===== src/rtl/comparator_pkg.sv =====
// comparator_pkg: shared states, slice result encoding and helpers for comparator_slice_sequencer.
package comparator_pkg;
  typedef enum logic [1:0] {IDLE, COMPARE, DONE} state_t;
  typedef enum logic [1:0] {CMP_LT, CMP_EQ, CMP_GT} cmp_t;
  function automatic int slice_count(input int width);
    return width / 2;
  endfunction
  // Result flags ordered {less, equal, greater}
  function automatic logic [2:0] flag_of(input cmp_t r);
    return r == CMP_LT ? 3'b100 : r == CMP_GT ? 3'b001 : 3'b010;
  endfunction
endpackage


===== src/rtl/slice_compare_2_bit.sv =====
// slice_compare_2_bit: unsigned 2-bit magnitude compare producing a cmp_t result.
module slice_compare_2_bit
  import comparator_pkg::*;
(
  input  logic [1:0] a,
  input  logic [1:0] b,
  output cmp_t       res
);
  assign res = a < b ? CMP_LT : a > b ? CMP_GT : CMP_EQ;
endmodule


===== src/rtl/comparator_slice_sequencer.sv =====
// comparator_slice_sequencer: multi-cycle MSB-first 2-bit-slice magnitude comparator.
// Define COMPARATOR_EARLY_EXIT_EN to stop at the first differing slice; otherwise latency is fixed.
module comparator_slice_sequencer
  import comparator_pkg::*;
#(
  parameter int DATA_WIDTH = 8
) (
  input  logic                  Clock_In,
  input  logic                  Reset_In,
  input  logic                  Start_In,
  input  logic [DATA_WIDTH-1:0] Data_A_In,
  input  logic [DATA_WIDTH-1:0] Data_B_In,
  output logic                  Busy_Out,
  output logic                  Done_Out,
  output logic                  A_Less_Than_B_Out,
  output logic                  A_Equal_To_B_Out,
  output logic                  A_Greater_Than_B_Out
);
  localparam int NUM_SLICES = slice_count(DATA_WIDTH);
  localparam int IW = NUM_SLICES > 1 ? $clog2(NUM_SLICES) : 1;
  if (DATA_WIDTH < 2 || DATA_WIDTH % 2 != 0) begin : g_bad_width
    $error("comparator_slice_sequencer: DATA_WIDTH must be even and >= 2");
  end
  state_t state, state_n;
  logic [IW-1:0] idx, idx_n;
  logic [DATA_WIDTH-1:0] a_q, a_n, b_q, b_n;
  logic [2:0] flg, flg_n;
  logic [1:0] sl_a, sl_b;
  cmp_t res;
`ifndef COMPARATOR_EARLY_EXIT_EN
  logic dec, dec_n;
  cmp_t dres, dres_n;
`endif
  assign sl_a = 2'(a_q >> {idx, 1'b0});
  assign sl_b = 2'(b_q >> {idx, 1'b0});
  slice_compare_2_bit u_slice (.a(sl_a), .b(sl_b), .res(res));
  assign Busy_Out = state != IDLE;
  assign Done_Out = state == DONE;
  assign {A_Less_Than_B_Out, A_Equal_To_B_Out, A_Greater_Than_B_Out} = flg;
  always_comb begin
    state_n = state;
    idx_n = idx;
    a_n = a_q;
    b_n = b_q;
    flg_n = flg;
`ifndef COMPARATOR_EARLY_EXIT_EN
    dec_n = dec;
    dres_n = dres;
`endif
    case (state)
      IDLE: if (Start_In) begin
        a_n = Data_A_In;
        b_n = Data_B_In;
        idx_n = IW'(NUM_SLICES - 1);
        flg_n = 3'b000;
`ifndef COMPARATOR_EARLY_EXIT_EN
        dec_n = 1'b0;
        dres_n = CMP_EQ;
`endif
        state_n = COMPARE;
      end
      COMPARE: begin
`ifdef COMPARATOR_EARLY_EXIT_EN
        if (res != CMP_EQ || idx == '0) begin
          flg_n = flag_of(res);
          state_n = DONE;
        end else idx_n = idx - IW'(1);
`else
        // The most significant differing slice wins; later slices cannot overwrite it
        if (!dec && res != CMP_EQ) begin
          dec_n = 1'b1;
          dres_n = res;
        end
        if (idx == '0) begin
          flg_n = flag_of(dec ? dres : res);
          state_n = DONE;
        end else idx_n = idx - IW'(1);
`endif
      end
      DONE: state_n = IDLE;
      default: state_n = IDLE;
    endcase
  end
  always_ff @(posedge Clock_In) begin
    if (Reset_In) begin
      state <= IDLE;
      idx <= '0;
      a_q <= '0;
      b_q <= '0;
      flg <= 3'b000;
`ifndef COMPARATOR_EARLY_EXIT_EN
      dec <= 1'b0;
      dres <= CMP_EQ;
`endif
    end else begin
      state <= state_n;
      idx <= idx_n;
      a_q <= a_n;
      b_q <= b_n;
      flg <= flg_n;
`ifndef COMPARATOR_EARLY_EXIT_EN
      dec <= dec_n;
      dres <= dres_n;
`endif
    end
  end
endmodule


===== config.mk =====
export PLATFORM = sky130hd
export DESIGN_NAME = comparator_slice_sequencer
export DESIGN_NICKNAME = d
export VERILOG_FILES = /design/src/rtl/comparator_pkg.sv /design/src/rtl/slice_compare_2_bit.sv /design/src/rtl/comparator_slice_sequencer.sv
export SDC_FILE = /design/constraint.sdc
export NUM_CORES = 1
export LEC_CHECK = 0
export CORE_ASPECT_RATIO = 0.75
export CORE_UTILIZATION = 50
export DETAILED_ROUTE_END_ITERATION = 8
export PLACE_DENSITY = 0.82
export SLEW_MARGIN = 0
export SYNTH_ARGS = -nofsm -noshare
export SYNTH_HDL_FRONTEND = slang
export SYNTH_SLANG_ARGS = --single-unit
export TNS_END_PERCENT = 100

===== constraint.sdc =====
create_clock -name Clock_In -period 2.2 [get_ports Clock_In]
set_input_delay 0.22 -clock Clock_In [delete_from_list [all_inputs] [get_ports Clock_In]]
set_output_delay 0.22 -clock Clock_In [all_outputs]
set_load 0.005 [all_outputs]

### After elaboration in Yosys (flattened, before gate mapping)

Cells that the tools add are included.

| operators by class | value |
|---|---|
| muxes and demuxes | 19 |
| order comparisons | 2 |
| eq/ne operators | 8 |
| $add $sub $neg | 1 |
| reductions and logical operators | 12 |
| shift-type cells | 2 |

Operator list:

| cell | count |
|---|---|
| 2-to-1 mux 2 bit | 9 |
| right shift 8 x 3 -> 2 bit | 2 |
| one-hot mux 2 bit (2 select lines) | 3 |
| 2-to-1 mux 3 bit | 3 |
| AND reduction 3 bit | 3 |
| inequality test 2 bit (second input constant) | 4 |
| logical NOT 2 bit | 3 |
| one-hot mux 3 bit (2 select lines) | 1 |
| == test 2 bit (second input constant) | 2 |
| AND reduction 2 bit | 2 |
| nonzero test 2 bit | 2 |
| == test 2 x 1 -> 1 bit (second input constant) | 1 |
| greater-than comparator 2 bit | 1 |
| less-than comparator 2 bit | 1 |
| 2-to-1 mux 1 bit | 2 |
| inequality test 2 x 1 -> 1 bit (second input constant) | 1 |
| one-hot mux 1 bit (2 select lines) | 1 |
| subtractor 2 x 1 -> 2 bit (second input constant) | 1 |
| logical AND 1 bit | 1 |
| logical NOT 1 bit | 1 |

| word-level totals | value |
|---|---|
| flip-flop bits (word level) | 26 |
| word-level logic and storage cells | 51 |
| input bits | 19 |

### Depth between registers and ports, before layout

Gate-level depths: netlist of run 1.

| logic depth | value |
|---|---|
| depth in word-level cells | 10 |
| gate-level depth with buffers | 8 |
| depth with buffers taken out | 7 |

### Hierarchy

From an unflattened synthesis of run 1, not the netlist that was laid out.

| unflattened totals | value |
|---|---|
| cell total of the unflattened synthesis | 142 |
| area, all modules | 1,249.9 um2 |

Modules (own cells, without submodules):

| module | instances | area an instance (um2) | cells an instance |
|---|---|---|---|
| comparator_slice_sequencer | 1 | 1,191.1 | 133 |
| slice_compare_2_bit | 1 | 58.8 | 9 |

### Worst setup path after synthesis of run 1

Ideal clock, no wire load.

| timing path | value |
|---|---|
| path type | reg2reg |
| start point | register idx[0] |
| end point | register flg[0] |
| path slack | 162 ps |
| data required time | 2,083 ps |
| arrival time | 1,921 ps |
| stages on the path, launching flop included | 8 |
| buffers on the path | 1 |
| cells stage by stage | dfxtp_1 buf_2 mux4_2 ha_1 nor2b_1 o21ai_0 o21ai_0 a22o_1 |

| on the way | value |
|---|---|
| cells in the longest elaborated chain, start to end | 10 |
| elaborated cells on any way between the ends | 16 |
| those cells by class | 2 x order compare; 2 x eq/ne; 2 x shift; 7 x mux; 3 x reduce/logical |

RTL lines:

| element | line | source |
|---|---|---|
| start, declared | comparator_slice_sequencer.sv:25 | `logic [IW-1:0] idx, idx_n;` |
| start signal, assigned | comparator_slice_sequencer.sv:97 | `idx <= idx_n;` |
| right shift 8 x 3 -> 2 bit (on tied branches) | comparator_slice_sequencer.sv:34, comparator_slice_sequencer.sv:35 |  |
| greater-than comparator 2 bit | slice_compare_2_bit.sv:9 | `assign res = a < b ? CMP_LT : a > b ? CMP_GT : CMP_EQ;` |
| 2-to-1 mux 2 bit (2 in series) | slice_compare_2_bit.sv:9 |  |
| 2-to-1 mux 2 bit | comparator_slice_sequencer.sv:75 | `flg_n = flag_of(dec ? dres : res);` |
| == test 2 bit | comparator_pkg.sv:10 | `return r == CMP_LT ? 3'b100 : r == CMP_GT ? 3'b001 : 3'b010;` |
| 2-to-1 mux 2 bit | comparator_pkg.sv:10 |  |
| 2-to-1 mux 3 bit | comparator_pkg.sv:10 |  |
| 2-to-1 mux 3 bit | comparator_slice_sequencer.sv:74 | `if (idx == '0) begin` |
| one-hot mux 3 bit (2 select lines) | comparator_slice_sequencer.sv:50 | `case (state)` |
| end signal, assigned | comparator_slice_sequencer.sv:100 | `flg <= flg_n;` |
| end, declared | comparator_slice_sequencer.sv:27 | `logic [2:0] flg, flg_n;` |

Several ways; a longest one is shown, not always the timed one. The select of a mux whose other input is x is not followed.
A chain may end at the register's enable or synchronous reset.

### Worst setup path after layout of run 1

| timing path | value |
|---|---|
| start point | register idx[0] |
| end point | register dres[1] |

| on the way | value |
|---|---|
| cells in the longest elaborated chain, start to end | 8 |
| elaborated cells on any way between the ends | 12 |
| those cells by class | 2 x order compare; 2 x eq/ne; 2 x shift; 4 x mux; 2 x reduce/logical |

RTL lines:

| element | line | source |
|---|---|---|
| right shift 8 x 3 -> 2 bit (on tied branches) | comparator_slice_sequencer.sv:34, comparator_slice_sequencer.sv:35 |  |
| greater-than comparator 2 bit | slice_compare_2_bit.sv:9 |  |
| 2-to-1 mux 2 bit | slice_compare_2_bit.sv:9 |  |
| 2-to-1 mux 2 bit * | slice_compare_2_bit.sv:9 |  |
| inequality test 2 x 1 -> 1 bit | comparator_slice_sequencer.sv:70 | `if (!dec && res != CMP_EQ) begin` |
| logical AND 1 bit | comparator_slice_sequencer.sv:70 |  |
| inequality test 2 bit (no source line) | - |  |
| AND reduction 3 bit (no source line) | - |  |
| end signal, assigned | comparator_slice_sequencer.sv:103 | `dres <= dres_n;` |
| end, declared | comparator_slice_sequencer.sv:32 | `cmp_t dres, dres_n;` |

Mark *: on every way between the ends. The rest lies on a longest branch, timed or not. The select of a mux whose other input is x is not followed.

==> results of run 1 <==
per-layer routing:
metal  up-vias  GRT usage (%)
met5         -              0
met4         0          6.667
met3         4          7.163
met2        38          31.36
met1       460          25.45
li1        503              -
path summary, 6_finish.rpt:
| check | start | slack, ns | cells past startpoint | endpoint |
|---|---|---|---|---|
| max | idx[0]$_SDFFE_PP0P_ | 0.17 | 7 | dres[1]$_SDFFE_PP0P_ |
| min | Data_B_In[1] | 0.42 | 3 | b_q[1]$_SDFFE_PP0P_ |
| max reg2reg | idx[0]$_SDFFE_PP0P_ | 0.17 | 7 | dres[1]$_SDFFE_PP0P_ |
| min reg2reg | b_q[0]$_SDFFE_PP0P_ | 0.46 | 2 | b_q[0]$_SDFFE_PP0P_ |
layout make-up:
| type | count | area share [%] |
|---|---|---|
| tap | 34 | 2.864 |
| timing repair buffer | 24 | 16.01 |
| multi-input combinational | 95 | 41.87 |
| clock buffer | 4 | 2.443 |
| sequential | 26 | 35.30 |
| inverter | 6 | 1.516 |
state kept, by name, summed over array words and instances, names as in the netlist:
name / count
b_q: 8
a_q: 8
dres: 2
flg: 3
state: 2
idx: 2
dec: 1
per-stage QoR:
step / setup TNS, ns / power (uW)
2_1_floorplan: 0 / 741.3
3_3_place_gp: 0 / 799.5
3_5_place_dp: -0.06358 / 812.6
4_1_cts: 0 / 1048
5_1_grt: 0 / 1118
6_report: 0 / 1056
cells by family (layout without fill, tap and decap cells):
family,count (synthesis),in the layout,synth area share (%)
simple gates,53,53,21.05
compound gates,34,34,18.07
flops,26,26,42.71
buf+inv,15,34,6.775
mux,5,5,8.316
fa+ha+maj,3,3,3.080
cell usage after synthesis (3+ instances only):
master	instances	share of area, %
inv_1	6	1.8
ha_1	3	3.1
mux4_2	4	7.4
nor2_1	6	1.8
dfxtp_1	26	43
buf_2	3	1.2
buf_6	3	2.8
nand2_1	35	11
a21oi_1	19	7.8
o21ai_0	3	1.2
worst max-delay path, stage by stage (launching register included):
cell      delay [ns]
dfxtp_4         0.43
mux4_2          0.50
inv_1           0.07
ha_1            0.16
nor2b_1         0.28
o21bai_1        0.18
a32oi_1         0.20
o41ai_1         0.10
power groups by stage:
stage               Combinational [uW]  Clock [uW]  Sequential, uW
finish                             267         241             548
global route                       299         265             554
CTS                                257         244             547
detailed placement                 255           0             557
global placement                   244           0             555
floorplan                          207           0             534
timing repair:
action / 4_1_cts / 5_1_grt
gates cloned: 0 / 0
gates resized for setup: 1 / 3
setup endpoints to repair: 2 / 2
==> impl_metrics.tcl, run 1 <==
set metrics [dict create \
    syn-num-nets 158 \
    fin_util_pct 64.34 \
    initial_core_util_pct 52.79 \
    antenna_found_initial 0 \
    crit_required_ns 2.41 \
    grt_usage_pct 19.85 \
    drc 0 \
    p_clk_share_pct 22.8 \
    startpoint_type "flop" \
    power_switching_uw 307.1 \
    grt_max_degree 23 \
    drv_slew 0 \
    multi_input_area_um2 621.8 \
    holdCritPathClass "primary input to flop" \
    dp_cells 185 \
    dp_hpwl_um 1778 \
    routedWlPerCell_um 12.52 \
    wl_met3_um 157 \
    viasPerCell 5.317 \
    synth_edf_count 0 \
    timing.final.crit_period_ns 2.033 \
    hold_buffers 0 \
    grt_pass1_vias 886 \
    mostFrequentLayoutCell "nand2_1" \
    final_cell_area_um2 1485 \
    fin_hold_ws_ns 0.4237 \
    cp.arrival_ns 2.24 \
    routed-wl-met2_um 1147 \
    routed.top_layer "met4" \
    ys_types 33 \
    num_rows 15 \
    synthFlopType "dfxtp_1" \
    post-route-period-util_pct 92.42 \
    place_ws_ns -0.06358 \
    synth_seq_cells 26 \
    finalClockSkew_ns 0.002968 \
    p_per_area_nw_per_um2 710.9 \
    antenna_cells 0 \
    worstSkewPairLatency_ns 0.32 \
    grt_overflow 0 \
    postCtsSetupBuffers 0 \
    setup_ws_ns 0.1667 \
    path_clk_slew_ns 0.14 \
    antenna_left 0 \
    detail_route.iter0.violations 26 \
    hold_viol 0 \
    place_area_um2 1439 \
    async_flop_share_pct 0 \
    p_int_uw 748.7 \
    clock_sinks 26 \
    endpoint_kind "flop" \
    status "finished, final reports clean" \
    fp.dieH_um 44.76 \
    syn_area_per_cell_um2 8.961 \
    synthCells 136 \
    crit_fanout 7 \
    fin_cells 189 \
    vias 1005 \
    routed_wl_um 2367 \
    place.gp.congestion 0.7858 \
    vdd_drop_max_mv 0.4147 \
    yosys_warnings 0 \
    fmax_mhz 491.8 \
    worst_slew_pin_slew_ns 0.5430 \
    dieArea_um2 2641 \
    seq_area_um2 524.3 \
    met1Wirelength_um 1039 \
    h-tree-depth 1 \
    seqPwrFrac_pct 51.9 \
    power_frac_comb_pct 25.3 \
    io_pins 24 \
    placeableCoreArea_um2 2308 \
    areaGrowthSynthToFinish_pct 21.87 \
    sw_frac_of_total_pct 29.08 \
    first_pass_iters 4 \
    drive_gt1_share_pct 12.26 \
    grt_pass1_wl_um 3870 \
    nets 178 \
    die_w_um 59.01 \
    numCtsBuffers 3 \
    seq_area_frac_synth_pct 42.71 \
    setup_viol 0 \
    cts_buffer_depth 2 \
    p_leak_uw 0.0005378 \
    rsz0062_at_grt "no" \
    worst_slew_margin_rel_pct 63.80 \
    path_class "flop to flop" \
    cts_tree "built" \
    final_cell_mix "nand2_1, dfxtp_1, clkdlybuf4s50_1, a21oi_1" \
    syn-cell-area_um2 1219 \
    cts_root_buffer "clkbuf_4" \
    io_buffers 23 \
    n_fill_cell 203 \
    maxCapViolations 0 \
]
Note: power is estimated with default switching activity, not from simulation.
==> inputs of run 2 (changes only) <==
Settings changed: SKIP_CTS_REPAIR_TIMING set to 1.
==> results of run 2 <==
The final DEF is identical to that of run 1; final timing and power are the same.
==> inputs of run 3 (changes only) <==
Settings changed: GPL_TIMING_DRIVEN set to 0.
==> run 3 against run 2 <==
Against the previous run:
- worst hold slack worse by 0.082 ns
- clock skew grew 0.0040 ns
- register-to-register slack worse by 0.09 ns
- first-iteration DRC count up 130%
- sequential share of layout area decreased by 1.1 points
- sequential power fell by 3%
- combinational power up 11%
- maximum frequency fell by 4.3%
- setup slack got worse by 0.091 ns
- via count rose by 3.1%
- critical path depth unchanged
- critical path type unchanged
- largest cell class unchanged
==> impl_metrics.tcl, run 3 (synthesis results as in run 1) <==
set metrics [dict create \
    status "finished, final reports clean" \
    grt_pass1_wl_um 4133 \
    maxCapViolations 0 \
    p_per_area_nw_per_um2 700.3 \
    fp.dieH_um 44.76 \
    r2r-start "idx[0]$_SDFFE_PP0P_" \
    place.gp.congestion 0.7975 \
    post-route-period-util_pct 96.57 \
    r2r-end "flg[0]$_SDFFE_PP0P_" \
    routed_wl_um 2485 \
    worst_slew_margin_rel_pct 68.72 \
    antenna_found_initial 0 \
    startpoint_type "flop" \
    die_w_um 59.01 \
    p_leak_uw 0.0005647 \
    first_pass_iters 4 \
    drive_gt1_share_pct 14.20 \
    mostFrequentLayoutCell "nand2_1" \
    cp_slowest_cell "mux4_2" \
    placeableCoreArea_um2 2308 \
    vias 1036 \
    drc 0 \
    worst_slew_pin_slew_ns 0.4692 \
    min_from "Reset_In" \
    final_cell_area_um2 1520 \
    h-tree-depth 1 \
    vdd_drop_max_mv 0.4334 \
    dp_hpwl_um 1921 \
    viasPerCell 5.286 \
    hold_depth 3 \
    reg.largest.list "a_q (8), b_q (8), flg (3)" \
    cts_buffer_depth 2 \
    r2r_slack_ns 0.08 \
    grt_usage_pct 21.33 \
    cts_tree "built" \
    nets 185 \
    grt_max_degree 15 \
    worstSkewPairLatency_ns 0.32 \
    fin_hold_ws_ns 0.3420 \
    drv_slew 0 \
    dieArea_um2 2641 \
    cts_root_buffer "clkbuf_4" \
    numCtsBuffers 3 \
    setup_viol 0 \
    io_pins 24 \
    endpoint_kind "flop" \
    cpPeakStageDelay_ns 0.51 \
    path_cells "buf_4, mux4_2, ha_1, nor2b_1, o21ai_1, o21ai_0, a22o_1" \
    num_rows 15 \
    path_delay_family "compound AO/OA/AOI/OAI gates" \
    crit_fanout 7 \
    holdCritPathClass "primary input to flop" \
    routedWlPerCell_um 12.68 \
    detail_route.iter0.violations 59 \
    hold_end "dres[0]$_SDFFE_PP1P_" \
    antenna_cells 0 \
    rsz0062_at_grt "yes" \
    areaGrowthSynthToFinish_pct 24.74 \
    clock_sinks 26 \
    worstRegToRegCells 7 \
    io_buffers 22 \
    antenna_left 0 \
    timing.final.crit_period_ns 2.125 \
    crit_required_ns 2.43 \
    cp.arrival_ns 2.36 \
    setup_ws_ns 0.07539 \
    final_cell_mix "nand2_1, dfxtp_1, clkdlybuf4s50_1, a21oi_1" \
    place_area_um2 1481 \
    place_ws_ns -0.06173 \
    cp_num_buf_inv 1 \
    fmax_mhz 470.7 \
    path_clk_slew_ns 0.14 \
    finalClockSkew_ns 0.006952 \
    grt_overflow 0 \
    grt_pass1_vias 953 \
    hold_viol 0 \
    path_class "flop to flop" \
    initial_core_util_pct 52.79 \
]
==> run 3: changes by cell type in the layout (fill, tap and decap cells not counted), sizes merged <==
cell	previous run	this run
buf	1	7
clkbuf	4	6
clkdlybuf4s50	23	22
==> run 3: per-layer routing <==
metal  vias up  GRT usage, %  wire [um]
met2        35         38.86       1259
met3         2         6.017        149
met4         0         3.810         15
met1       478         25.59       1061
li1        521             -          -
met5         -             0          0
==> run 3: how the worst max path moves through the flow <==
stage,to,cells past startpoint,from,slack (ns)
after floorplan,flg[0]$_SDFFE_PP0P_,7,idx[0]$_SDFFE_PP0P_,0.16
after global placement,flg[0]$_SDFFE_PP0P_,7,idx[0]$_SDFFE_PP0P_,0.009
after detailed placement,flg[0]$_SDFFE_PP0P_,7,idx[0]$_SDFFE_PP0P_,-0.06
after CTS,flg[0]$_SDFFE_PP0P_,7,idx[0]$_SDFFE_PP0P_,-0.07
after global routing,flg[0]$_SDFFE_PP0P_,7,idx[0]$_SDFFE_PP0P_,-0.01
final,flg[0]$_SDFFE_PP0P_,7,idx[0]$_SDFFE_PP0P_,0.08
==> run 3: final cells by class <==
type / count / area, um^2
fill: 215 / 788.3
clock buffer: 4 / 36.28
multi-input combinational: 95 / 615.6
buffer: 9 / 62.56
tap: 34 / 42.54
inverter: 6 / 22.52
sequential: 26 / 520.5
timing repair buffer: 22 / 220.2
==> run 3: report_power, final <==
group          switching [uW]  internal [uW]
Combinational             148            148
Sequential               21.9            508
Clock                     138            101
Total                     308            757
==> run 3: metrics by stage <==
| stage | power (uW) | cells | util, % | TNS [ns] |
|---|---|---|---|---|
| 2_1_floorplan | 741.3 | 136 | - | 0 |
| 3_3_place_gp | 815.8 | 192 | 64.17 | 0 |
| 3_5_place_dp | 832.8 | 192 | 64.17 | -0.07131 |
| 4_1_cts | 1065 | 196 | 65.75 | -0.09568 |
| 5_1_grt | 1127 | 196 | 65.85 | -0.01498 |
| 6_report | 1065 | 196 | 65.85 | 0 |
==> run 3: worst min-delay path, cell delays in order <==
cell and delay (ns):
clkbuf_1 0.19, inv_1 0.13, nand2_1 0.07
